### src/rtl/fetch_unit_pkg.sv
// Shared core definitions for the fetch side: data width, opcode constants, and the
// fetch sequencer state encoding.
package fetch_unit_pkg;

    localparam int unsigned XLEN = 32;

    localparam logic [6:0] OP_IMM = 7'b0010011;
    localparam logic [6:0] OP     = 7'b0110011;
    localparam logic [6:0] SYSTEM = 7'b1110011;

    // addi x0, x0, 0
    localparam logic [XLEN-1:0] DEFAULT_NOP_INSTR = 32'h0000_0013;

    typedef enum logic [2:0] {
        StResetWait,
        StFetch,
        StHold,
        StHalted,
        StError
    } fetch_state_e;

endpackage

### src/rtl/fetch_timer.sv
// Wait counter for an outstanding fetch; expired_o flags the last allowed wait cycle.
module fetch_timer #(
    parameter int unsigned TIMEOUT = 16
) (
    input  logic clk_i,
    input  logic reset_i,
    input  logic clear_i,
    input  logic enable_i,
    output logic expired_o
);

    // Counter holds the number of completed wait cycles, so the TIMEOUT-th cycle sees TIMEOUT-1.
    localparam logic [7:0] Limit = 8'(TIMEOUT - 1);

    logic [7:0] count_q;
    logic [7:0] count_d;

    always_comb begin
        count_d = count_q;
        if (clear_i) begin
            count_d = 8'd0;
        end else if (enable_i) begin
            count_d = count_q + 8'd1;
        end
    end

    always_ff @(posedge clk_i) begin
        if (reset_i) begin
            count_q <= 8'd0;
        end else begin
            count_q <= count_d;
        end
    end

    assign expired_o = enable_i && (count_q == Limit);

endmodule

### src/rtl/fetch_unit.sv
// Instruction fetch: owns the PC, reads instruction memory over valid/ready, and holds the
// fetched word until the controller retires or halts on it.
module fetch_unit
    import fetch_unit_pkg::*;
#(
    parameter logic [XLEN-1:0] RESET_PC  = 32'h0000_0000,
    parameter int unsigned     TIMEOUT   = 16,
    parameter logic [XLEN-1:0] NOP_INSTR = DEFAULT_NOP_INSTR
) (
    input  logic            clk_i,
    input  logic            reset_i,
    input  logic            pc_enable_i,
    input  logic            halt_i,
    output logic            mem_req_o,
    output logic [XLEN-1:0] mem_addr_o,
    input  logic            mem_ready_i,
    input  logic [XLEN-1:0] mem_rdata_i,
    output logic [XLEN-1:0] instr_o,
    output logic [6:0]      opcode_o,
    output logic [XLEN-1:0] pc_o,
    output logic            stall_o,
    output logic            halted_o,
    output logic            fetch_err_o
);

    localparam logic [XLEN-1:0] ResetPcAligned = {RESET_PC[XLEN-1:2], 2'b00};

    fetch_state_e    state_q, state_d;
    logic [XLEN-1:0] pc_q, pc_d;
    logic [XLEN-1:0] instr_q, instr_d;
    logic            in_fetch;
    logic            timer_expired;

    assign in_fetch = (state_q == StFetch);

    fetch_timer #(
        .TIMEOUT(TIMEOUT)
    ) u_timer (
        .clk_i    (clk_i),
        .reset_i  (reset_i),
        .clear_i  (!in_fetch || mem_ready_i),
        .enable_i (in_fetch),
        .expired_o(timer_expired)
    );

    always_ff @(posedge clk_i) begin
        if (reset_i) begin
            state_q <= StResetWait;
            pc_q    <= ResetPcAligned;
            instr_q <= NOP_INSTR;
        end else begin
            state_q <= state_d;
            pc_q    <= pc_d;
            instr_q <= instr_d;
        end
    end

    always_comb begin
        state_d = state_q;
        pc_d    = pc_q;
        instr_d = instr_q;
        unique case (state_q)
            StResetWait: state_d = StFetch;
            StFetch: begin
                if (mem_ready_i) begin
                    instr_d = mem_rdata_i;
                    state_d = StHold;
                end else if (timer_expired) begin
                    instr_d = NOP_INSTR;
                    state_d = StError;
                end
            end
            StHold: begin
                // halt wins: the SYSTEM instruction and its PC stay visible
                if (halt_i) begin
                    state_d = StHalted;
                end else if (pc_enable_i) begin
                    pc_d    = pc_q + 32'd4;
                    instr_d = NOP_INSTR;
                    state_d = StFetch;
                end
            end
            StHalted: state_d = StHalted;
            StError:  state_d = StError;
            default:  state_d = StResetWait;
        endcase
    end

    always_comb begin
        mem_req_o   = in_fetch;
        mem_addr_o  = pc_q;
        stall_o     = (state_q != StHold);
        halted_o    = (state_q == StHalted) || (state_q == StError);
        fetch_err_o = (state_q == StError);
        instr_o     = instr_q;
        pc_o        = pc_q;
        opcode_o    = instr_q[6:0];
    end

endmodule

### config.mk
export PLATFORM = sky130hd
export DESIGN_NAME = fetch_unit
export DESIGN_NICKNAME = d
export VERILOG_FILES = /design/src/rtl/fetch_unit_pkg.sv /design/src/rtl/fetch_timer.sv /design/src/rtl/fetch_unit.sv
export SDC_FILE = /design/constraint.sdc
export NUM_CORES = 1
export LEC_CHECK = 0
export ABC_AREA = 0
export ABC_CLOCK_PERIOD_IN_PS = 2400
export CAP_MARGIN = 20
export CORE_MARGIN = 2
export CORE_UTILIZATION = 50
export DETAILED_ROUTE_END_ITERATION = 12
export DONT_BUFFER_PORTS = 1
export HOLD_SLACK_MARGIN = 0.08
export PLACE_DENSITY_LB_ADDON = 0.1
export SLEW_MARGIN = 0
export SYNTH_ARGS = -nofsm -noshare
export SYNTH_HDL_FRONTEND = slang
export SYNTH_SLANG_ARGS = --single-unit
export TNS_END_PERCENT = 20
### constraint.sdc
create_clock -name clk_i -period 2.4 [get_ports clk_i]
set_input_delay 0.12 -clock clk_i [delete_from_list [all_inputs] [get_ports clk_i]]
set_output_delay 0.12 -clock clk_i [all_outputs]
set_load 0.02 [all_outputs]
### Word-level counts from Yosys, hierarchy flattened

Index checks and enable logic that the tools add are counted.

| word-level totals | value |
|---|---|
| memory bits (writable) | 0 |
| memories kept | 0 |
| latch bits | 0 |
| memory bits (read-only) | 0 |
| output and inout bits | 107 |
| register bits after elaboration | 75 |

| cells by class | value |
|---|---|
| $mul | 0 |
| equality and inequality tests | 10 |
| $lt $le $gt $ge | 0 |
| add/subtract/negate cells | 2 |
| divide/modulo/power cells | 0 |
| shifts and indexed selects | 0 |
| bitwise operators | 1 |
| reductions and logical operators | 10 |
| mux-type cells | 10 |

Operators with widths:

| operator | count |
|---|---|
| $mux 32 | 4 |
| $pmux 32 s2 | 1 |
| $add 32x3->32 const B | 1 |
| $pmux 3 s5 | 1 |
| $mux 3 | 4 |
| $add 8x1->8 const B | 1 |
| $eq 8x4->1 const B | 1 |
| $eq 3x2->1 const B | 2 |
| $ne 3x2->1 const B | 2 |
| $ne 2x2->1 const B | 2 |
| $reduce_and 4->1 | 1 |
| $eq 3x1->1 const B | 1 |
| $eq 3x3->1 const B | 1 |
| $logic_not 3->1 | 1 |
| $ne 3x3->1 const B | 1 |
| $reduce_and 3->1 | 1 |
| $logic_or 1x1->1 | 2 |
| $reduce_and 2->1 | 1 |
| $reduce_bool 2->1 | 1 |
| $reduce_or 2->1 | 1 |
| $logic_and 1x1->1 | 1 |
| $logic_not 1->1 | 1 |
| $not 1->1 | 1 |

### Longest topological paths before layout

Gate-level depths: netlist of the first run.

| logic depth | value |
|---|---|
| depth after elaboration | 5 |
| depth in mapped cells | 8 |

### Cells and area by module

From an unflattened synthesis of the first run, not the netlist that was laid out.

| unflattened totals | value |
|---|---|
| cell total of the unflattened synthesis | 422 |
| area, all modules | 3,472.1 µm² |

Modules (own cells, without submodules):

| module | cells each | instances | area each (µm²) |
|---|---|---|---|
| fetch_unit | 382 | 1 | 3,115.5 |
| fetch_timer | 40 | 1 | 356.6 |

### Least setup slack after synthesis of the first run

OpenSTA, ideal clock, no wires.

| timing | value |
|---|---|
| path kind | reg-to-reg |
| from | reg pc_q[12] (netlist: mem_addr_o[12]) |
| to | reg pc_q[29] (netlist: mem_addr_o[29]) |
| slack | 491 ps |
| required time | 2,279 ps |
| library setup time | 121 ps |
| clock period less this slack | 1,909 ps |
| data arrival time | 1,788 ps |
| buffers on the path | 1 |
| cell stages (with the launch flop) | 6 |
| path through | dfxtp_1 > and4_1 > nand4_1 > clkbuf_1 > nor4_1 > mux2_2 |

| on the way | value |
|---|---|
| cells in the longest elaborated chain, start to end | 1 |

Ends and longest elaborated chain:

| what | line | source |
|---|---|---|
| start: declaration | fetch_unit.sv:29 | `logic [XLEN-1:0] pc_q, pc_d;` |
| start signal: assignment | fetch_unit.sv:49 | `pc_q <= ResetPcAligned;` |
| start signal: assignment | fetch_unit.sv:53 | `pc_q <= pc_d;` |
| $add 32x3->32 | fetch_unit.sv:78 | `pc_d = pc_q + 32'd4;` |

No other way between the ends.
A chain may end at the register's enable or synchronous reset.

### Final worst setup path of the first run

| timing | value |
|---|---|
| from | reg state_q[0] |
| to | reg instr_q[12] (netlist: instr_o[12]) |

| on the way | value |
|---|---|
| cells in the longest elaborated chain, start to end | 4 |
| elaborated cells on any way between the ends | 9 |
| classes of those cells | eq/ne (5); mux (1); reduce/logical (3) |

Ends and longest elaborated chain:

| what | line | source |
|---|---|---|
| start: declaration | fetch_unit.sv:28 | `fetch_state_e state_q, state_d;` |
| start signal: assignment | fetch_unit.sv:48 | `state_q <= StResetWait;` |
| start signal: assignment | fetch_unit.sv:52 | `state_q <= state_d;` |
| $eq 3x1->1 | fetch_unit.sv:34, fetch_unit.sv:62 |  |
| $logic_and 1x1->1 | fetch_timer.sv:35 | `assign expired_o = enable_i && (count_q == Limit);` |
| $ne 3x2->1 (no source line) | -- |  |
| $reduce_and 4->1 (no source line) | -- |  |
| end signal: assignment | fetch_unit.sv:54 | `instr_q <= instr_d;` |
| end: declaration | fetch_unit.sv:30 | `logic [XLEN-1:0] instr_q, instr_d;` |

Several ways; a longest one is shown, not always the timed one.

==> results of run 1 <==
[where the power goes]
part	leakage, nW	total (W)	internal [W]	switching, W
logic	0.741	0.000319	0.000122	0.000197
registers	0.591	0.00134	0.00125	0.0000903
clock network	0.0953	0.000962	0.000506	0.000456
[cells in the mapped netlist, drive strengths merged (2+ instances only)]
library cell,n
nor4,5
nand4b,3
o21ai,38
nand4,43
inv,9
nand2,14
a21oi,50
and3,5
mux2,6
or4,11
xor2,9
a21o,3
nor3,7
ha,2
nand3,9
nor2,22
a2111oi,2
or3,8
buf,51
nor2b,7
and4,3
dfxtp,73
clkbuf,24
o21bai,3
nand2b,2
xnor2,2
or3b,2
o31ai,11
[registers in the layout (all words and copies together) (netlist names)]
name and count:
instr_o 32, u_timer.count_q 8, mem_addr_o 30, state_q 3
[repair_timing]
action / CTS / global route
endpoints found under the hold margin: 65 / 0
resized for setup: 0 / 2
endpoints found under the setup margin: 0 / 1
hold buffers: 36 / 0
[final timing paths]
path,start,to,slack [ps],cells past startpoint
setup / recovery,state_q[0]$_SDFFE_PP0P_,instr_o[12]$_SDFFE_PP0P_,140,6
setup reg to reg,state_q[0]$_SDFFE_PP0P_,instr_o[12]$_SDFFE_PP0P_,140,6
hold reg to reg,u_timer.count_q[0]$_SDFFE_PP0N_,u_timer.count_q[0]$_SDFFE_PP0N_,460,1
hold / removal,mem_ready_i,instr_o[17]$_SDFFE_PP0P_,120,3
[per-layer routing]
| metal | global-route usage [%] | up-vias | wire length (um) | part of all wire [%] |
|---|---|---|---|---|
| li1 | - | 1541 | - | - |
| met1 | 28.2 | 1489 | 3940 | 42 |
| met2 | 39.5 | 119 | 4670 | 50 |
| met3 | 6.74 | 10 | 690 | 7.3 |
| met4 | 7.87 | 0 | 91 | 0.97 |
| met5 | 0 | - | 0 | 0 |
[logic make-up (layout without fill, tap and decap cells)]
logic type / after synthesis / count (layout)
buffers and inverters: 84 / 95
AOI/OAI and AO/OA: 108 / 108
DFF: 73 / 73
and+or+nand+nor: 146 / 146
other: 1 / 4
xor gates and xnor gates: 11 / 11
adders and majority gates: 2 / 2
muxes: 6 / 6
[worst register-to-register path, cell delays in order, from the launching register on]
cell and delay [ps]:
dfxtp_1 490, or3b_4 500, o21ai_2 100, buf_4 230, nand4_1 130, dlygate4sd3_1 590, a21oi_1 150
[metrics by stage]
step / instance area [um2] / instances / util [%] / setup WS (ps) / power (W)
finish: 4140 / 541 / 60.0 / 141 / 0.00262
global route: 4140 / 541 / 60.0 / 95.9 / 0.00273
CTS: 4140 / 541 / 59.9 / 116 / 0.00263
detailed placement: 3550 / 489 / 51.5 / 391 / 0.00160
global placement: 3550 / 489 / 51.5 / 459 / 0.00159
floorplan: 3620 / 434 / - / 491 / 0.00158
[layout make-up]
class	count	share of cell area, %
repair buffers	70	15.5
multi-input cells	277	40.7
clock inverters	5	1.33
flip-flops and latches	73	35.3
inverters	9	0.815
well taps	96	2.90
clock buffers	11	3.41
==> metrics, run 1 <==
crit path max fanout 15; CTS buffer count 9; CTS H-tree lvls 3; Die Y between 80 and 90 um; VDD IR max ~0.00044 V; CP delay by family, top buffers and inverters; Clock Skews between 10 and 15 ps; Syn Area/Cell ~8.4 um2; Synth Area in XOR/XNOR between 2 and 3%; WP data arrival 2530 ps; Rows 30; yosys synthesis warning count 0; Setup CP Type flop to flop; 1st-pass router iterations 4; static leakage roughly 1.4 nW; GR Overflow Total 0; Synth Cell Area roughly 3600 um2; Synth area leader dfxtp_1; Max transition margin ~57%; commonest non-fill, non-tap cells in the layout 72 x dfxtp_1, 49 x a21oi_1, 42 x nand4_1; main combinational cell family by area after synthesis simple AND/OR/NAND/NOR gates; maxcap violations 0; Critical Path Slowest Stage Cell dlygate4sd3_1; Max Clock Freq between 400 and 500 MHz; vias in the first global route between 2000 and 3000; Skew-Pair Late Insertion Delay about 330 ps; Synth top area share 40.5%; share of layout cells above drive strength 1 about 15%; EDFF count, synth 0; WL/cell ~17 um; Buf+Inv Stages, Crit Path 2; CTS Root Cell clkbuf_8; Port Buffer Count 0; Crit. End Element flop; crit path time final 2260 ps; total of fill cells in the finished design about 630; core area roughly 7000 um2; 1st-iter DRT viols 169; post-synthesis cell type count 42; commonest non-fill, non-tap cell in the layout dfxtp_1; DIE AREA just under 8000 um2; ant diodes 0; fin crit share approximately 94%; Seq. cell area between 1000 and 1500 um2; drc violations 0; post-synthesis compound-gate area fraction 16.9%; initial antenna violation count 0; Worst setup SP type flop; post-synthesis register bit count 73; WL final 9.39 mm; worst path cell trace or3b_4, o21ai_2, buf_4, nand4_1, dlygate4sd3_1, a21oi_1; CTS tree yes; CTS max path bufs 2; worst path required time approximately 2700 ps; share of the yosys chip area belonging to registers between 40% and 50%; clock slew at reported path FFs roughly 80 ps; post-synthesis cell count about 430; Setup Buffers After CTS 0; top area cells in the synthesized netlist dfxtp_1 40%, buf_4 8.5%, nand4_1 7.3%, a21oi_1 6.9%, o21ai_0 5.1%; measured slew at the worst slew-check pin roughly 630 ps; first-pass GRT wire length between 10 and 15 mm; final setup vio count 0; Post-DP HPWL between 5 and 6 mm; final slew viol count 0; mux share of post-synthesis cell area between 1.5 and 2%; Worst path max stage delay 590 ps; Die W about 90 um; area of the multi-input gates 1690 um2; IO Pins approximately 140; Hold Path Class input port to flop; GP Congestion between 0.8 and 0.9; Routed Antenna Nets 0; Final TNS setup 0 ps; Vias around 3200; area grow syn2layout 14.7%; pin count of the biggest net entering global routing 72; fraction of the mapped netlist area in simple logic gates about a quarter; PD cells between 600 and 700 nW/um2; Synth async-reset ratio 0%; Starting Density 52.3%; Main synth FF type dfxtp_1; status complete, no violations; number of clock sinks between 70 and 80; Hold Violations, Final 0; worst hold slack about 120 ps; unrepaired setup endpoints after global routing no; Total GRT Usage 23.2%; detailed-route vias per instance 5.84; Post-Synth Adder-Cell Area 0.693%; Nets 479
(Power assumes the default switching activity.)
==> run 2: changes to the inputs <==
==> constraint.sdc (replaced) <==
create_clock -name clk_i -period 2.4 [get_ports clk_i]
set_input_delay 0.12 -clock clk_i [delete_from_list [all_inputs] [get_ports clk_i]]
set_output_delay 0.12 -clock clk_i [all_outputs]
set_load 0.01 [all_outputs]
==> metrics, run 2 (synthesis results as in run 1) <==
Starting Density 52.3% (unchanged); final slew viol count 0 (unchanged); Placement Cell Area 3490 um2 (-1.9%); Clk pwr share 40.2% (+3.5 points); area of the multi-input gates 1680 um2 (-0.15%); CTS Root Cell clkbuf_8; WP data arrival 2570 ps (+40 ps); CTS buffer count 9 (unchanged); area grow syn2layout 14.1%; WL/cell 16.8 um (-3.2%); Post-DP HPWL 5.48 mm (-2.5%); Die W 89.0 um (unchanged); Int Pwr 0.00202 W (+7.5%); CTS H-tree lvls 3 (unchanged); maxcap violations 0 (unchanged); Seq. cell area 1460 um2 (about the same); clock slew at reported path FFs 80 ps (about the same); core area 6910 um2 (unchanged); commonest non-fill, non-tap cells in the layout 73 x dfxtp_1, 49 x a21oi_1, 42 x nand4_1; PD cells 660 nW/um2 (+4.3%); Final TNS setup 0 ps (unchanged); Max transition margin 62.8% (+5.5 points); CTS max path bufs 2 (unchanged); detailed-route vias per instance 5.82 (-0.27%); WL final 8.95 mm (-4.7%); Skew-Pair Late Insertion Delay 340 ps (about the same); drc violations 0 (unchanged); number of clock sinks 73 (unchanged); commonest non-fill, non-tap cell in the layout dfxtp_1; Routed Antenna Nets 0 (unchanged); pin count of the biggest net entering global routing 72 (unchanged); Hold Violations, Final 0 (unchanged); vias in the first global route 2861 (-2.1%); Crit. End Element flop; Worst setup SP type flop; Nets 471 (-1.7%); Clock Skews 9.24 ps (-1.37 ps); Switching Fraction 25.7% (-2.6 points); Total GRT Usage 22.2% (-0.99 points); unrepaired setup endpoints after global routing no; VDD IR max 0.000403 V (-7.7%); status complete, no violations; Power, Total 0.00272 W (+3.7%); share of layout cells above drive strength 1 13.3% (-1.8 points); max FFs per register 32 (unchanged); fin area 4120 um2 (-0.57%); IO Pins 144 (unchanged); initial antenna violation count 0 (unchanged); DIE AREA 7920 um2 (unchanged); final setup vio count 0 (unchanged); Vias 3104 (-1.7%); Die Y 89.0 um (unchanged); 1st-iter DRT viols 123 (-27%); post-cts sizing count 0 (unchanged); Port Buffer Count 0 (unchanged); crit path max fanout 15 (unchanged); Rows 30 (unchanged); GR Overflow Total 0 (unchanged); Combinational Power Share 11.7% (-0.5 points); Seq pwr share 48.2% (-3.0 points); static leakage 1.40 nW (-1.6%); fin crit share 95.6% (+1.5 points); 1st-pass router iterations 5 (+1); Hold Path Class input port to flop; Setup CP Type flop to flop; worst path required time 2670 ps (about the same); GP Congestion 0.800 (-6.1%); CTS tree yes; measured slew at the worst slew-check pin 558 ps (-76.4 ps); total of fill cells in the finished design 640 (+1.3%); first-pass GRT wire length 13.8 mm (-5.0%); crit path time final 2290 ps (+35.6 ps); Max Clock Freq 436 MHz (-1.6%); ant diodes 0 (unchanged); Psw 0.000699 W (-6.0%)
[run 2: critical path, stage by stage (launching register included)]
cell	delay (ps)
dfxtp_1	500
or3b_1	400
buf_4	190
o21ai_2	70
buf_4	240
nand4_1	120
dlygate4sd3_1	580
a21oi_1	140
[run 2: path summary, 6_finish.rpt]
kind / startpoint / endpoint / slack (ps) / cells past startpoint
worst max-delay path: state_q[0]$_SDFFE_PP0P_ / instr_o[18]$_SDFFE_PP0P_ / 110 / 7
worst min-delay path: mem_ready_i / instr_o[7]$_SDFFE_PP0P_ / 120 / 3
worst max register to register: state_q[0]$_SDFFE_PP0P_ / instr_o[18]$_SDFFE_PP0P_ / 110 / 7
worst min register to register: u_timer.count_q[0]$_SDFFE_PP0N_ / u_timer.count_q[0]$_SDFFE_PP0N_ / 460 / 1
[run 2: power groups by stage]
stage | logic (W) | clock network [W] | registers (W)
final | 0.000317 | 0.00109 | 0.00131
after CTS | 0.000311 | 0.00112 | 0.00131
after global routing | 0.000348 | 0.00117 | 0.00132
after detailed placement | 0.000230 | 0 | 0.00134
after floorplan | 0.000217 | 0 | 0.00132
after global placement | 0.000218 | 0 | 0.00134
[run 2: area by class of cell]
| type | instances | share of cell area (%) |
|---|---|---|
| Timing Repair Buffer | 62 | 14.3 |
| Sequential cell | 73 | 35.5 |
| Tap cell | 96 | 2.92 |
| Inverter | 9 | 0.820 |
| Multi-Input combinational cell | 277 | 40.9 |
| Clock inverter | 5 | 1.88 |
| Clock buffer | 11 | 3.68 |
[run 2: per-layer routing]
layer  GRT usage (%)  vias to the layer above  wire [um]
met1            27.8                     1446       3690
met2            36.2                      127       4510
li1                -                     1525          -
met4            8.68                        0         74
met3            6.56                        6        682
met5               0                        -          0
[run 2: stage by stage]
step | hold WS, ps | instances | utilization (%) | setup slack (ps)
detailed placement | 197 | 479 | 50.5 | 342
finish | 117 | 533 | 59.6 | 106
CTS | 94.6 | 531 | 59.4 | 147
global placement | 194 | 478 | 50.3 | 414
global route | 105 | 533 | 59.6 | 8.22
floorplan | 291 | 434 | - | 581
[run 2: repair_timing]
| item | 4_1_cts | 5_1_grt |
|---|---|---|
| endpoints found under the setup margin | 0 | 1 |
| hold buffers | 36 | 0 |
| buffers inserted | 0 | 2 |
| endpoints found under the hold margin | 65 | 0 |
==> run 3: changes to the inputs <==
--- a/config.mk
+++ b/config.mk
@@ -17,5 +17,6 @@
 export SLEW_MARGIN = 0
 export SYNTH_ARGS = -nofsm -noshare
 export SYNTH_HDL_FRONTEND = slang
+export SYNTH_HIERARCHICAL = 1
 export SYNTH_SLANG_ARGS = --single-unit
 export TNS_END_PERCENT = 20
==> metrics, run 3 <==
Syn Area/Cell 8.23 um2 (-1.8%); Crit. End Element flop; max FFs per register 32 (unchanged); CP delay by family, top simple AND/OR/NAND/NOR gates; IO Pins 144 (unchanged); critical path's most frequent cell nor2_1; WL/cell 16.0 um (-4.7%); Nets 466 (-1.1%); hold-critical path depth 3 (unchanged); Main synth FF type dfxtp_1; unrepaired setup endpoints after global routing no; Skew-Pair Late Insertion Delay 340 ps (about the same); Clock Skews 11.6 ps (+2.35 ps); Synth async-reset ratio 0% (unchanged); initial antenna violation count 0 (unchanged); Hold Violations, Final 0 (unchanged); crit path time final 2260 ps (-35.5 ps); status complete, no violations; DIE AREA 7630 um2 (-3.7%); drc violations 0 (unchanged); Vias 3014 (-2.9%); GP Congestion 0.772 (-3.5%); Hold Path Class input port to flop; R2R depth 9 (+2); Routed Antenna Nets 0 (unchanged); detailed-route vias per instance 5.89 (+1.1%); hold wc startpoint pc_enable_i; CTS tree yes; area grow syn2layout 12.7%; Seq. cell area 1460 um2 (unchanged); top cells by count, synth 73 x dfxtp_1, 60 x a21oi_1, 42 x buf_4, 42 x nand2_1, 40 x nand3_1; core area 6760 um2 (-2.2%); top area cells in the synthesized netlist dfxtp_1 42%, buf_4 9.1%, a21oi_1 8.6%, nand3_1 5.8%, nand2_1 4.5%; vias in the first global route 2708 (-5.3%); CTS H-tree lvls 3 (unchanged); measured slew at the worst slew-check pin 584 ps (+26.5 ps); r2r setup slk 140 ps (+40 ps); Total GRT Usage 21.1% (-1.2 points); Die W 87.3 um (-1.9%); VDD IR max 0.000315 V (-22%); Synth Cell Area 3470 um2 (-3.8%); Worst setup SP type flop; CTS max path bufs 2 (unchanged); final setup vio count 0 (unchanged); post-synthesis cell count 422 (-2.1%); GR Overflow Total 0 (unchanged); post-cts sizing count 0 (unchanged); CTS buffer count 9 (unchanged); fin crit share 94.1% (-1.5 points); Synth area leader dfxtp_1; Setup WS pre-CTS 188 ps (-154 ps); pin count of the biggest net entering global routing 68 (-5.6%); total of fill cells in the finished design 618 (-3.4%); area of the multi-input gates 1590 um2 (-5.5%); WL final 8.20 mm (-8.4%); CTS Root Cell clkbuf_8; final slew viol count 0 (unchanged); Max Clock Freq 443 MHz (+1.6%); number of clock sinks 73 (unchanged); 1st-iter DRT viols 104 (-15%); Setup CP Type flop to flop; static leakage 1.32 nW (-5.7%); reg-to-reg critical path startpoint state_q[0]$_SDFFE_PP0P_; ant diodes 0 (unchanged); maxcap violations 0 (unchanged); worst hold slack 111 ps (-6.01 ps); Buf+Inv Stages, Crit Path 2 (-1); Critical Path Slowest Stage Cell or3b_2; post-synthesis register bit count 73 (unchanged); commonest non-fill, non-tap cell in the layout dfxtp_1; Final WS setup 141 ps (+35.5 ps); Die Y 87.3 um (-1.9%); share of layout cells above drive strength 1 10.6% (-2.6 points); 1st-pass router iterations 6 (+1); commonest non-fill, non-tap cells in the layout 73 x dfxtp_1, 60 x a21oi_1, 42 x nand2_1; PD cells 611 nW/um2 (-7.4%); EDFF count, synth 0 (unchanged); WP data arrival 2520 ps (-50 ps); Port Buffer Count 0 (unchanged); Worst path max stage delay 540 ps (-40 ps); post-synthesis cell type count 40 (-4.8%); Starting Density 51.4% (-0.89 points); Rows 30 (unchanged); Hold Path End state_q[1]$_SDFFE_PP0P_; Synth top area share 42.1% (+1.6 points); worst path cell trace or3b_2, inv_1, nand4_1, nor2_1, nor2_1, o22ai_2, buf_12, nand3_1, a21oi_1; worst path required time 2660 ps (about the same); Final TNS setup 0 ps (unchanged); share of the yosys chip area belonging to registers 42.1% (+1.6 points); most numerous cell in the Yosys netlist dfxtp_1; r2r endpoint instr_o[22]$_SDFFE_PP0P_; yosys synthesis warning count 6 (+6); crit path max fanout 32 (+17); clock slew at reported path FFs 80 ps (about the same); Post-DP HPWL 4.95 mm (-9.6%); first-pass GRT wire length 12.7 mm (-7.5%); Max transition margin 61.0% (-1.9 points)
[run 3: report_power, final]
| part | switching (W) | internal (W) |
|---|---|---|
| combinational | 0.000105 | 0.0000861 |
| clock | 0.000462 | 0.000480 |
| sequential | 0.0000289 | 0.00123 |
[run 3: cell families (layout without fill, tap and decap cells)]
kind of cell	after synthesis	in the layout	share of synthesized area, %
AND/OR/NAND/NOR	171	171	27.0
buffers and inverters	72	79	12.8
AO/OA/AOI/OAI	94	94	15.0
flip-flops	73	73	42.1
multiplexers	2	2	0.613
XOR/XNOR	7	7	1.77
other	1	4	0.108
adder cells (fa/ha/maj)	2	2	0.721
[run 3: stage by stage]
stage / instances / power (W) / instance area, um2 / utilization, %
after floorplan: 425 / 0.00140 / 3480 / -
after global placement: 460 / 0.00141 / 3340 / 49.5
after detailed placement: 460 / 0.00141 / 3340 / 49.5
after CTS: 512 / 0.00242 / 3910 / 57.9
after global routing: 512 / 0.00249 / 3910 / 57.9
final: 512 / 0.00239 / 3910 / 57.9
[run 3: area by class of cell]
type                       count  area share, %
multi-input combinational    280           40.7
sequential                    73           37.3
timing repair buffer          56           13.8
clock buffer                   9           3.16
tap                           80           2.56
clock inverter                 7           1.79
inverter                       7          0.671
[run 3: how the worst max path moves through the flow]
stage	from	to	slack, ps	depth (start not counted)
2_1_floorplan	state_q[0]$_SDFFE_PP0P_	instr_o[24]$_SDFFE_PP0P_	30	10
3_3_place_gp	state_q[1]$_SDFFE_PP0P_	mem_addr_o[27]$_SDFFE_PP0P_	230	5
3_5_place_dp	state_q[1]$_SDFFE_PP0P_	mem_addr_o[16]$_SDFFE_PP0P_	190	5
4_1_cts	state_q[1]$_SDFFE_PP0P_	mem_addr_o[16]$_SDFFE_PP0P_	160	5
5_1_grt	state_q[0]$_SDFFE_PP0P_	instr_o[8]$_SDFFE_PP0P_	8	9
6_report	state_q[0]$_SDFFE_PP0P_	instr_o[22]$_SDFFE_PP0P_	140	9
[run 3: worst reg2reg max path, cell delays in order, from the launching register on]
cell and delay, ps:
dfxtp_1 460, or3b_2 540, inv_1 100, nand4_1 120, nor2_1 180, nor2_1 110, o22ai_2 170, buf_12 210
nand3_1 130, a21oi_1 190
[run 3: layer usage]
layer / wire length [um] / global-route usage, %
met1: 3480 / 26.9
met2: 4040 / 34.4
met3: 641 / 6.64
met4: 37 / 5.73
met5: 0 / 0
[run 3: what timing repair did]
action	4_1_cts	5_1_grt
hold buffers	36	0
endpoints found under the hold margin	73	0
setup endpoints to repair	0	0
buffers inserted	0	0
